### src/rtl/comparator_sequential_pkg.sv
// ============================================================================
// comparator_pkg : shared types and mode decoding for comparator_sequential
// Revision: 1.0
// ============================================================================
`default_nettype none

package comparator_pkg;

   typedef enum logic [2:0] {
      CMP_EQ   = 3'd0,
      CMP_NE   = 3'd1,
      CMP_LT   = 3'd2,
      CMP_LE   = 3'd3,
      CMP_GT   = 3'd4,
      CMP_GE   = 3'd5,
      CMP_RSV6 = 3'd6,
      CMP_RSV7 = 3'd7
   } cmp_mode_e;

   typedef enum logic [1:0] {
      IDLE = 2'd0,
      RUN  = 2'd1,
      DONE = 2'd2
   } state_e;

   typedef struct packed {
      logic out;
      logic err;
   } mode_res_t;

   function automatic mode_res_t mode_eval(input logic [2:0] mode,
                                           input logic       eq,
                                           input logic       lt,
                                           input logic       gt);
      mode_res_t r;
      r.out = 1'b0;
      r.err = 1'b0;
      case (mode)
         CMP_EQ:  r.out = eq;
         CMP_NE:  r.out = ~eq;
         CMP_LT:  r.out = lt;
         CMP_LE:  r.out = lt | eq;
         CMP_GT:  r.out = gt;
         CMP_GE:  r.out = gt | eq;
         default: r.err = 1'b1;
      endcase
      return r;
   endfunction

endpackage

`default_nettype wire

### src/rtl/comparator_sequential_if.sv
// ============================================================================
// comparator_sequential_if : start/busy/done request and result bundle
// Revision: 1.0
// ============================================================================
`default_nettype none

interface comparator_sequential_if #(
   parameter int Nbits = 16
);
   logic             start;
   logic [Nbits-1:0] a_in;
   logic [Nbits-1:0] b_in;
   logic [2:0]       mode;
   logic             is_signed;
   logic             busy;
   logic             done;
   logic             out;
   logic             eq;
   logic             lt;
   logic             gt;
   logic             mode_err;

   modport master (
      output start, a_in, b_in, mode, is_signed,
      input  busy, done, out, eq, lt, gt, mode_err
   );

   modport slave (
      input  start, a_in, b_in, mode, is_signed,
      output busy, done, out, eq, lt, gt, mode_err
   );
endinterface

`default_nettype wire

### src/rtl/comparator_sequential_chunk_compare.sv
// ============================================================================
// chunk_compare : combinational magnitude compare of one operand slice
// Revision: 1.0
// ============================================================================
`default_nettype none

module chunk_compare #(
   parameter int CHUNK = 4
) (
   input  wire logic [CHUNK-1:0] a_chunk,
   input  wire logic [CHUNK-1:0] b_chunk,
   input  wire logic             invert_msb,
   output logic                  differ,
   output logic                  lt
);
   logic [CHUNK-1:0] a_w;
   logic [CHUNK-1:0] b_w;

   // Flipping the sign bit maps two's-complement order onto unsigned order.
   always_comb begin
      a_w            = a_chunk;
      b_w            = b_chunk;
      a_w[CHUNK-1]   = a_chunk[CHUNK-1] ^ invert_msb;
      b_w[CHUNK-1]   = b_chunk[CHUNK-1] ^ invert_msb;
   end

   assign differ = (a_w != b_w);
   assign lt     = (a_w < b_w);

endmodule

`default_nettype wire

### src/rtl/comparator_sequential.sv
// ============================================================================
// comparator_sequential : multi-cycle relational compare, MSB chunk first
// Revision: 1.0
// ============================================================================
`default_nettype none

module comparator_sequential
   import comparator_pkg::*;
#(
   parameter int Nbits = 16,
   parameter int CHUNK = 4
) (
   input  wire logic              clock,
   input  wire logic              reset_n,
   comparator_sequential_if.slave bus
);
   localparam int             NCHUNK  = Nbits / CHUNK;
   localparam int             CW      = (NCHUNK > 1) ? $clog2(NCHUNK) : 1;
   localparam logic [CW-1:0]  CNT_TOP = CW'(NCHUNK - 1);

   state_e           state_q;
   logic [Nbits-1:0] a_q, b_q;
   logic [2:0]       mode_q;
   logic             sgn_q;
   logic [CW-1:0]    cnt_q;
   logic             decided_q, ltr_q;
   logic             busy_q, done_q, out_q, eq_q, lt_q, gt_q, err_q;

   logic [CHUNK-1:0] a_chunk, b_chunk;
   logic             chunk_differ, chunk_lt;
   logic             decided_d, ltr_d;
   mode_res_t        res_d;

   assign a_chunk = a_q[int'(cnt_q)*CHUNK +: CHUNK];
   assign b_chunk = b_q[int'(cnt_q)*CHUNK +: CHUNK];

   chunk_compare #(.CHUNK(CHUNK)) u_chunk (
      .a_chunk    (a_chunk),
      .b_chunk    (b_chunk),
      .invert_msb (sgn_q && (cnt_q == CNT_TOP)),
      .differ     (chunk_differ),
      .lt         (chunk_lt)
   );

   // The first differing chunk (from the top) fixes the ordering.
   always_comb begin
      decided_d = decided_q;
      ltr_d     = ltr_q;
      if (!decided_q && chunk_differ) begin
         decided_d = 1'b1;
         ltr_d     = chunk_lt;
      end
      res_d = mode_eval(mode_q, ~decided_d, decided_d & ltr_d, decided_d & ~ltr_d);
   end

   always_ff @(posedge clock) begin
      if (!reset_n) begin
         state_q   <= IDLE;
         a_q       <= '0;
         b_q       <= '0;
         mode_q    <= '0;
         sgn_q     <= 1'b0;
         cnt_q     <= '0;
         decided_q <= 1'b0;
         ltr_q     <= 1'b0;
         busy_q    <= 1'b0;
         done_q    <= 1'b0;
         out_q     <= 1'b0;
         eq_q      <= 1'b0;
         lt_q      <= 1'b0;
         gt_q      <= 1'b0;
         err_q     <= 1'b0;
      end else begin
         done_q <= 1'b0;
         case (state_q)
            IDLE, DONE: begin
               if (bus.start) begin
                  a_q       <= bus.a_in;
                  b_q       <= bus.b_in;
                  mode_q    <= bus.mode;
                  sgn_q     <= bus.is_signed;
                  cnt_q     <= CNT_TOP;
                  decided_q <= 1'b0;
                  ltr_q     <= 1'b0;
                  busy_q    <= 1'b1;
                  state_q   <= RUN;
               end else begin
                  state_q   <= IDLE;
               end
            end
            RUN: begin
               decided_q <= decided_d;
               ltr_q     <= ltr_d;
               if (cnt_q == '0) begin
                  eq_q    <= ~decided_d;
                  lt_q    <= decided_d & ltr_d;
                  gt_q    <= decided_d & ~ltr_d;
                  out_q   <= res_d.out;
                  err_q   <= res_d.err;
                  busy_q  <= 1'b0;
                  done_q  <= 1'b1;
                  state_q <= DONE;
               end else begin
                  cnt_q   <= cnt_q - 1'b1;
               end
            end
            default: state_q <= IDLE;
         endcase
      end
   end

   assign bus.busy     = busy_q;
   assign bus.done     = done_q;
   assign bus.out      = out_q;
   assign bus.eq       = eq_q;
   assign bus.lt       = lt_q;
   assign bus.gt       = gt_q;
   assign bus.mode_err = err_q;

endmodule

`default_nettype wire

### src/flat_wrapper.sv
// flat-port wrapper written by rule: the top's interface ports become plain ports
module comparator_sequential_flat import comparator_pkg::*;
#(
   parameter int Nbits = 16,
   parameter int CHUNK = 4
)
  (clock, reset_n, bus_start, bus_a_in, bus_b_in, bus_mode, bus_is_signed, bus_busy, bus_done, bus_out, bus_eq, bus_lt, bus_gt, bus_mode_err);
  comparator_sequential_if #(.Nbits(Nbits)) bus_i ();
  input  wire logic clock;
  input  wire logic reset_n;
  input wire logic [$bits(bus_i.start)-1:0] bus_start;
  input wire logic [$bits(bus_i.a_in)-1:0] bus_a_in;
  input wire logic [$bits(bus_i.b_in)-1:0] bus_b_in;
  input wire logic [$bits(bus_i.mode)-1:0] bus_mode;
  input wire logic [$bits(bus_i.is_signed)-1:0] bus_is_signed;
  output wire logic [$bits(bus_i.busy)-1:0] bus_busy;
  output wire logic [$bits(bus_i.done)-1:0] bus_done;
  output wire logic [$bits(bus_i.out)-1:0] bus_out;
  output wire logic [$bits(bus_i.eq)-1:0] bus_eq;
  output wire logic [$bits(bus_i.lt)-1:0] bus_lt;
  output wire logic [$bits(bus_i.gt)-1:0] bus_gt;
  output wire logic [$bits(bus_i.mode_err)-1:0] bus_mode_err;
  assign bus_i.start = bus_start;
  assign bus_i.a_in = bus_a_in;
  assign bus_i.b_in = bus_b_in;
  assign bus_i.mode = bus_mode;
  assign bus_i.is_signed = bus_is_signed;
  assign bus_busy = bus_i.busy;
  assign bus_done = bus_i.done;
  assign bus_out = bus_i.out;
  assign bus_eq = bus_i.eq;
  assign bus_lt = bus_i.lt;
  assign bus_gt = bus_i.gt;
  assign bus_mode_err = bus_i.mode_err;
  comparator_sequential #(.Nbits(Nbits), .CHUNK(CHUNK)) u_core (.clock(clock), .reset_n(reset_n), .bus(bus_i));
endmodule
### config.mk
export PLATFORM = sky130hd
export DESIGN_NAME = comparator_sequential_flat
export DESIGN_NICKNAME = d
export VERILOG_FILES = /design/src/rtl/comparator_sequential_pkg.sv /design/src/rtl/comparator_sequential_if.sv /design/src/rtl/comparator_sequential_chunk_compare.sv /design/src/rtl/comparator_sequential.sv /design/src/flat_wrapper.sv
export SDC_FILE = /design/constraint.sdc
export NUM_CORES = 1
export LEC_CHECK = 0
export CORE_MARGIN = 3
export CORE_UTILIZATION = 40
export DETAILED_ROUTE_END_ITERATION = 6
export GPL_ROUTABILITY_DRIVEN = 0
export PLACE_DENSITY_LB_ADDON = 0.15
export SYNTH_ARGS = -nofsm -noshare
export SYNTH_HDL_FRONTEND = slang
export SYNTH_SLANG_ARGS = --single-unit
### constraint.sdc
create_clock -name clock -period 4.35 [get_ports clock]
set_input_delay 0.87 -clock clock [delete_from_list [all_inputs] [get_ports clock]]
set_output_delay 0.87 -clock clock [all_outputs]
set_load 0.01 [all_outputs]
* Word-level counts from Yosys, hierarchy flattened
Index checks and enable logic that the tools add are counted.
Widths: inputs -> output; s select.
** Word-level totals
- Register bits :: 49
- Bits of input ports :: 39
- Output and inout port bits :: 7
- Logic and storage cells :: 71
** Cells by class
- $add $sub $neg :: 1
- $lt $le $gt $ge :: 1
- Equality and inequality tests :: 12
- Shift-type cells :: 2
- Muxes and demuxes :: 17
- Bitwise gates (word level) :: 8
- Reductions and logical operators :: 15
** Operators by type and width (count)
- $shiftx 16x5->4 :: 2
- $mux 1 :: 8
- $pmux 2 s2 :: 2
- $reduce_and 2->1 :: 4
- $eq 3x2->1 const B :: 2
- $eq 3x3->1 const B :: 2
- $mux 2 :: 3
- $pmux 1 s2 :: 3
- $pmux 1 s6 :: 1
- $reduce_and 3->1 :: 2
- $reduce_or 6->1 :: 1
- $eq 2x2->1 const B :: 2
- $logic_not 2->1 :: 2
- $lt 4x4->1 :: 1
- $ne 2x2->1 const B :: 2
- $ne 4x4->1 :: 1
- $eq 3x1->1 const B :: 1
- $logic_not 3->1 :: 1
- $and 1x1->1 :: 2
- $eq 2x1->1 const B :: 1
- $logic_and 1x1->1 :: 2
- $ne 2x1->1 const B :: 1
- $not 1->1 :: 2
- $or 1x1->1 :: 2
- other kinds (5) :: 6

* Depth between registers and ports, before layout
Gate-level depths: netlist (run 1).
- Depth in word-level cells :: 10
- Mapped depth :: 9
- Gate-level depth less buffers :: 9

* Cells and area by module
Synthesis (run 1) repeated with hierarchy kept, for this count alone.
** Second synthesis, totals
- Cells, all modules :: 259
- Area total of the unflattened synthesis :: 2294.7 sq um
** Modules (own cells, without submodules)
- comparator_sequential :: instances 1, cells each 244, area an instance 2184.6 sq um, sequential area each 980.9 sq um
- chunk_compare :: instances 1, cells each 15, area an instance 110.1 sq um, sequential area each 0.0 sq um

* Worst setup path before layout (run 1)
OpenSTA, ideal clock, no wires.
- Path kind :: reg-to-reg
- From :: reg u_core.cnt_q[0]
- To :: reg u_core.out_q, in the netlist u_core.bus.out
- Library setup time :: 0.120 ns
- Arrival time :: 2.602 ns
- Setup slack :: 1.628 ns
- Stages on the path, launching flop included :: 10
- Path buffers :: 1
- Clock period less this slack :: 2.722 ns
- Path through :: dfxtp_1 buf_2 mux4_2 xnor2_1 ha_1 nand4_2 or2b_1 a32oi_1 nor4_1 a211o_2
** On the way
- Cells in the longest elaborated chain, start to end :: 10
- Elaborated cells on any way between the ends :: 20
- Those cells by class :: 1 x order compare; 2 x eq/ne; 2 x shift; 3 x mux; 8 x bitwise; 4 x reduce/logical
** RTL lines
- start, declared :: line comparator_sequential.sv:25 : logic [CW-1:0] cnt_q;
- start signal, assigned :: line comparator_sequential.sv:104 : cnt_q <= cnt_q - 1'b1;
- parallel branches: the longest is 10 deep, another holds $lt 4x4->1
- end signal, assigned :: line comparator_sequential.sv:98 : out_q <= res_d.out;
- end, declared :: line comparator_sequential.sv:27 : logic busy_q, done_q, out_q, eq_q, lt_q, gt_q, err_q;
Several ways; the timed one is not identified.
A chain may end at the register's enable or synchronous reset.

* Worst setup path in the final report (run 1)
Ends and elaborated chain as after synthesis.

==> results of run 1 <==
-- layout make-up --
cell class / instances / area, um^2 / share of cell area (%)
inverters: 6 / 22.52 / 0.8403
multi-input cells: 178 / 1033 / 38.56
clock buffers: 7 / 86.33 / 3.221
repair buffers: 48 / 473.0 / 17.65
flip-flops and latches: 49 / 980.9 / 36.60
well taps: 67 / 83.83 / 3.128
-- sequential cells by signal, summed over array words and instances (netlist names) --
| signal | cells |
|---|---|
| u_core.a_q | 16 |
| u_core.b_q | 16 |
| u_core.mode_q | 3 |
| u_core.cnt_q | 2 |
| u_core.state_q | 2 |
| u_core.bus.busy | 1 |
| u_core.bus.done | 1 |
| u_core.bus.eq | 1 |
| u_core.bus.gt | 1 |
| u_core.bus.lt | 1 |
| u_core.bus.mode_err | 1 |
| u_core.bus.out | 1 |
| u_core.decided_q | 1 |
| u_core.ltr_q | 1 |
| u_core.sgn_q | 1 |
-- worst paths after layout --
path                                                   start                          end  slack [ns]  cells after the start
worst max-delay path            u_core.cnt_q[0]$_SDFFE_PN0P_  u_core.bus.out$_SDFFE_PN0P_        1.31                      8
worst min-delay path             u_core.b_q[15]$_SDFFE_PN0P_  u_core.b_q[15]$_SDFFE_PN0P_        0.46                      2
worst max register to register  u_core.cnt_q[0]$_SDFFE_PN0P_  u_core.bus.out$_SDFFE_PN0P_        1.31                      8
worst min register to register   u_core.b_q[15]$_SDFFE_PN0P_  u_core.b_q[15]$_SDFFE_PN0P_        0.46                      2
-- cells in the mapped netlist (all sizes together) --
cell	number
ha	6
clkbuf	11
o211ai	1
dfxtp	49
xor2	1
nor3	3
a32oi	1
a211oi	3
nor2	9
nand2b	4
a211o	1
o21ai	3
buf	4
nor2b	3
o21a	1
a22oi	1
a21oi	41
mux4	8
or2b	1
inv	6
or3	2
a31oi	1
nor4	1
nand3	2
nor4b	1
nand4	1
and2	2
nand2	79
xnor2	1
nand4b	1
-- routing by layer --
layer | vias up | part of all wire (%)
met3 | 2 | 4.4
met5 | - | 0
met4 | 0 | 0.67
met2 | 35 | 44
met1 | 755 | 51
li1 | 920 | -
-- cell families after synthesis --
kind of cell | count (synthesis)
XOR/XNOR | 2
flip-flops | 49
adder cells (fa/ha/maj) | 6
AND/OR/NAND/NOR | 109
multiplexers | 8
AO/OA/AOI/OAI | 53
buffers and inverters | 21
-- tightest hold or removal path: cells and delay by family (launching register included) --
family | cells | cell delay (ns)
DFF | 1 | 0.31
AOI/OAI and AO/OA | 1 | 0.05
and+or+nand+nor | 1 | 0.05
-- placed cells by master (no fill, tap or decap), types with 2 or more instances in the layout --
cell type        instances
nor3_1                   3
a21oi_1                 41
ha_1                     6
and2_1                   2
or3_1                    2
a211oi_1                 3
clkdlybuf4s50_1         45
nor2_1                   9
nor2b_1                  2
nand3_1                  2
clkbuf_8                 6
dfxtp_1                 49
o21ai_0                  3
inv_1                    6
mux4_2                   8
nand2_1                 79
buf_4                    3
nand2b_1                 4
-- where the power goes --
part | internal [mW] | total [mW] | switching, mW
Clock | 0.126 | 0.264 | 0.138
Sequential | 0.479 | 0.506 | 0.0266
Combinational | 0.104 | 0.197 | 0.0930
Total | 0.710 | 0.967 | 0.257
==> out/results.ini, run 1 <==
[outcome]
status = finished, final reports clean

[timing]
tns_ns = 0
drv_slew = 0
min_period_ns = 3.037
fin_ws_ns = 1.313
grt_setup_unrepaired = false
finalSetupViolations = 0
skew_ns = 0.007793
hold_viol = 0
fmax_ghz = 0.3293
slew_headroom_pct = 51.05
whs_ns = 0.4553
worst_pin_slew_ns = 0.7310
min_period_over_period_pct = 69.82

[die]
die_h_um = 78.32
initial_core_util_pct = 42.87
core-area_mm2 = 0.004880
fp-row-count = 25
die_area_mm2 = 0.006134
die_w_um = 78.32
ios = 46

[job]
max-cap-violations = 0

[placed_design]
dp.final_hpwl_um = 3032
io_buffer_count = 45
place_inst = 348
place_area_mm2 = 0.002594
dp_slack_ns = 1.300

[clock_network]
htree_levels = 2
cts-root-buf = clkbuf_8
cts.sinks = 49
clockBufferDepth = 2
cts_made_buffers = 5
ctsResizeCount = 0
clkTransAtPathRegs_ns = 0.09
post-cts-setup-buffer-count = 0
ctsHoldBuffers = 0
insertion_delay_ns = 0.29
cts_tree = done

[layout]
area_growth_pct = 28.11
finish.instance_area_mm2 = 0.002680
fillers = 487
instances_no_fill = 355
antenna_cells = 0
finish.net_count = 333
drive_gt1_share_pct = 6.944
fin_util_pct = 54.92

[worst_setup_path]
endpoint_kind = flip-flop
cp-start-kind = flip-flop
critPathMaxStageDelay_ns = 0.72
critPathTopFamily = flip-flops
crit_buf_inv = 0
path_cells = mux4_2 -> xnor2_1 -> ha_1 -> nand4_2 -> or2b_1 -> a32oi_1 -> nor4_1 -> a211o_2
cp.required_ns = 4.54
cp.arrival_ns = 3.23
slowest_stage = dfxtp_1
cp_max_fo = 12
crit_type = flip-flop to flip-flop

[drt]
wirelength_um = 4297
drtAntennaViolNets = 0
vias = 1712
drt-pass1-iter-count = 4
drt_iter0_markers = 73
drt-vias-per-instance = 4.823
routedWlPerCell_um = 12.10
drcViolationCount = 0

[logic_synthesis]
ys_seq_area_share_pct = 46.89
synthMuxAreaShare_pct = 8.612
synthAdderAreaFrac_pct = 3.589
synth_top_area_share_pct = 46.89
synthSimpleGateAreaFrac_pct = 22.37
synth_top_family_by_area = simple AND/OR/NAND/NOR gates
avgSynthCellArea_um2 = 8.436
synth_compound_area_share_pct = 13.88
synth_area_leaders = dfxtp_1 (47%), nand2_1 (14%), a21oi_1 (9.8%)
yosysWarnings = 0
postSynthCellCount = 248
synth_xor_area_share_pct = 0.8373
ys_ff_latch = 49
ys_types = 31
syn_area_mm2 = 0.002092
synth_area_leader_cell = dfxtp_1
synth_nets = 293

[global_route]
grt-busiest-layer = met2
gr-usage-all-layers_pct = 14.67
antenna_found_initial = 0
grt_pass1_vias = 1577
grt_max_degree = 48
globalRouteMet3Util_pct = 4.472
met2_usage_pct = 22.09
use_met1_pct = 20.49
grt-ovfl-total = 0
grt_pass1_wl_um = 7238

[power]
total_power_uw = 967.5
vdd_drop_max_uv = 187.3
power_density_mw_per_mm2 = 361.0
p_leak_nw = 0.9875

[worst_hold_path]
hp-class = flip-flop to flip-flop

Note: power is estimated with default switching activity, not from simulation.
==> inputs of run 2 (changes only) <==
- clock period: 4.35 -> 3.17 ns (I/O delays scaled with it)
==> out/results.ini, run 2 (synthesis gave the netlist of run 1 again) <==
[timing]
hold_viol = 0
min_period_over_period_pct = 88.65
skew_ns = 0.009354
min_period_ns = 2.810
drv_slew = 0
slew_headroom_pct = 66.67
fmax_ghz = 0.3559
finalSetupViolations = 0
worst_pin_slew_ns = 0.4999
grt_setup_unrepaired = false
tns_ns = 0

[clock_network]
cts.sinks = 49
post-cts-setup-buffer-count = 0
ctsResizeCount = 0
cts_tree = done
clockBufferDepth = 2
cts-root-buf = clkbuf_8
ctsHoldBuffers = 0
clkTransAtPathRegs_ns = 0.09
cts_made_buffers = 5
insertion_delay_ns = 0.30
htree_levels = 2

[drt]
met2WireLength_um = 1916
drt_iter0_markers = 111
m1WireLength_um = 2299
drtAntennaViolNets = 0
drcViolationCount = 0
wirelength_um = 4538
drt-vias-per-instance = 4.891
highest_layer = met4
drt-pass1-iter-count = 4
vias = 1751
wl_met3_um = 234
routedWlPerCell_um = 12.68

[die]
initial_core_util_pct = 42.87
die_h_um = 78.32
core-area_mm2 = 0.004880
ios = 46
die_area_mm2 = 0.006134
die_w_um = 78.32
fp-row-count = 25

[layout]
finish.instance_area_mm2 = 0.002729
area_growth_pct = 30.44
instances_no_fill = 358
reg.largest.list = u_core.a_q (16), u_core.b_q (16), u_core.mode_q (3)
layout_commonest_cell = nand2_1
drive_gt1_share_pct = 8.247
finish.net_count = 335
fillers = 499
layout_common_cells = nand2_1 (79), dfxtp_1 (49), clkdlybuf4s50_1 (45), a21oi_1 (41), nor2_1 (9)
antenna_cells = 0

[global_route]
grt_pass1_wl_um = 7852
grt_pass1_vias = 1627
grt-ovfl-total = 0
grt_max_degree = 48
antenna_found_initial = 0
gr-usage-all-layers_pct = 15.95

[worst_setup_path]
endpoint_kind = flip-flop
crit_type = flip-flop to flip-flop
cp-start-kind = flip-flop
startpoint = u_core.cnt_q[0]$_SDFFE_PN0P_
cp.required_ns = 3.42
critPathMaxStageDelay_ns = 0.58
cp.arrival_ns = 3.06
slowest_stage = dfxtp_1
crit_top_cell = or3_1
path_cells = buf_4 -> mux4_2 -> ha_1 -> nand4_2 -> or3_1 -> or3_1 -> a31oi_1 -> a211o_2
r2r-start = u_core.cnt_q[0]$_SDFFE_PN0P_
cp_max_fo = 8

[placed_design]
io_buffer_count = 45
dp.final_hpwl_um = 3152
place_inst = 350
place_area_mm2 = 0.002609

[power]
p_leak_nw = 1.010
power_density_mw_per_mm2 = 528.4
total_power_mw = 1.442
vdd_drop_max_uv = 259.1

[job]
max-cap-violations = 0

[worst_hold_path]
hold_path.startpoint = u_core.bus.lt$_SDFFE_PN0P_
hp-class = flip-flop to flip-flop

[outcome]
status = finished, final reports clean

==> run 2: changes by cell type in the layout (fill, tap and decap cells not counted), sizes merged <==
cell	delta
buf	+2
bufinv	+1
clkbuf	-1
clkinvlp	+1
==> run 2: power by group <==
group	leakage, nW	total, mW	internal, mW	switching [mW]
registers	0.402	0.694	0.658	0.0358
logic	0.550	0.285	0.153	0.132
clock network	0.0574	0.463	0.257	0.207
total	1.01	1.44	1.07	0.375
==> run 2: final timing paths <==
kind                                       to  slack, ns  cells past startpoint
hold / removal     u_core.bus.lt$_SDFFE_PN0P_       0.45                      2
hold reg to reg    u_core.bus.lt$_SDFFE_PN0P_       0.45                      2
setup / recovery  u_core.bus.out$_SDFFE_PN0P_       0.36                      8
setup reg to reg  u_core.bus.out$_SDFFE_PN0P_       0.36                      8
==> run 2: layout make-up <==
class / instances / area, um^2 / share of cell area (%)
Clock buffer: 6 / 82.58 / 3.026
Clock inverter: 2 / 37.54 / 1.376
Inverter: 6 / 22.52 / 0.8253
Multi-Input combinational cell: 178 / 1033 / 37.87
Sequential cell: 49 / 980.9 / 35.95
Tap cell: 67 / 83.83 / 3.072
Timing Repair Buffer: 50 / 488.0 / 17.88
==> run 2: routing by layer <==
| metal | up-vias | global-route usage, % |
|---|---|---|
| met2 | 45 | 23.03 |
| met4 | 0 | 5.594 |
| met5 | - | 0 |
| met3 | 9 | 4.587 |
| met1 | 777 | 22.63 |
| li1 | 920 | - |
==> run 2: critical path, delay by kind of cell, from the launching register on <==
| family | cells | cell delay, ns |
|---|---|---|
| adder cells (fa/ha/maj) | 1 | 0.33 |
| multiplexers | 1 | 0.51 |
| AND/OR/NAND/NOR | 3 | 0.81 |
| flip-flops | 1 | 0.58 |
| AO/OA/AOI/OAI | 2 | 0.29 |
| buffers and inverters | 1 | 0.23 |
==> run 2: per-stage QoR <==
step / worst slack (ns) / hold WS (ns) / utilization, %
CTS: 0.3245 / 0.4586 / 55.92
floorplan: 0.4483 / 0.4331 / -
finish: 0.3598 / 0.4547 / 55.92
global route: 0.1601 / 0.4783 / 55.92
global placement: 0.4438 / 0.4387 / 53.46
detailed placement: 0.3583 / 0.4460 / 53.46
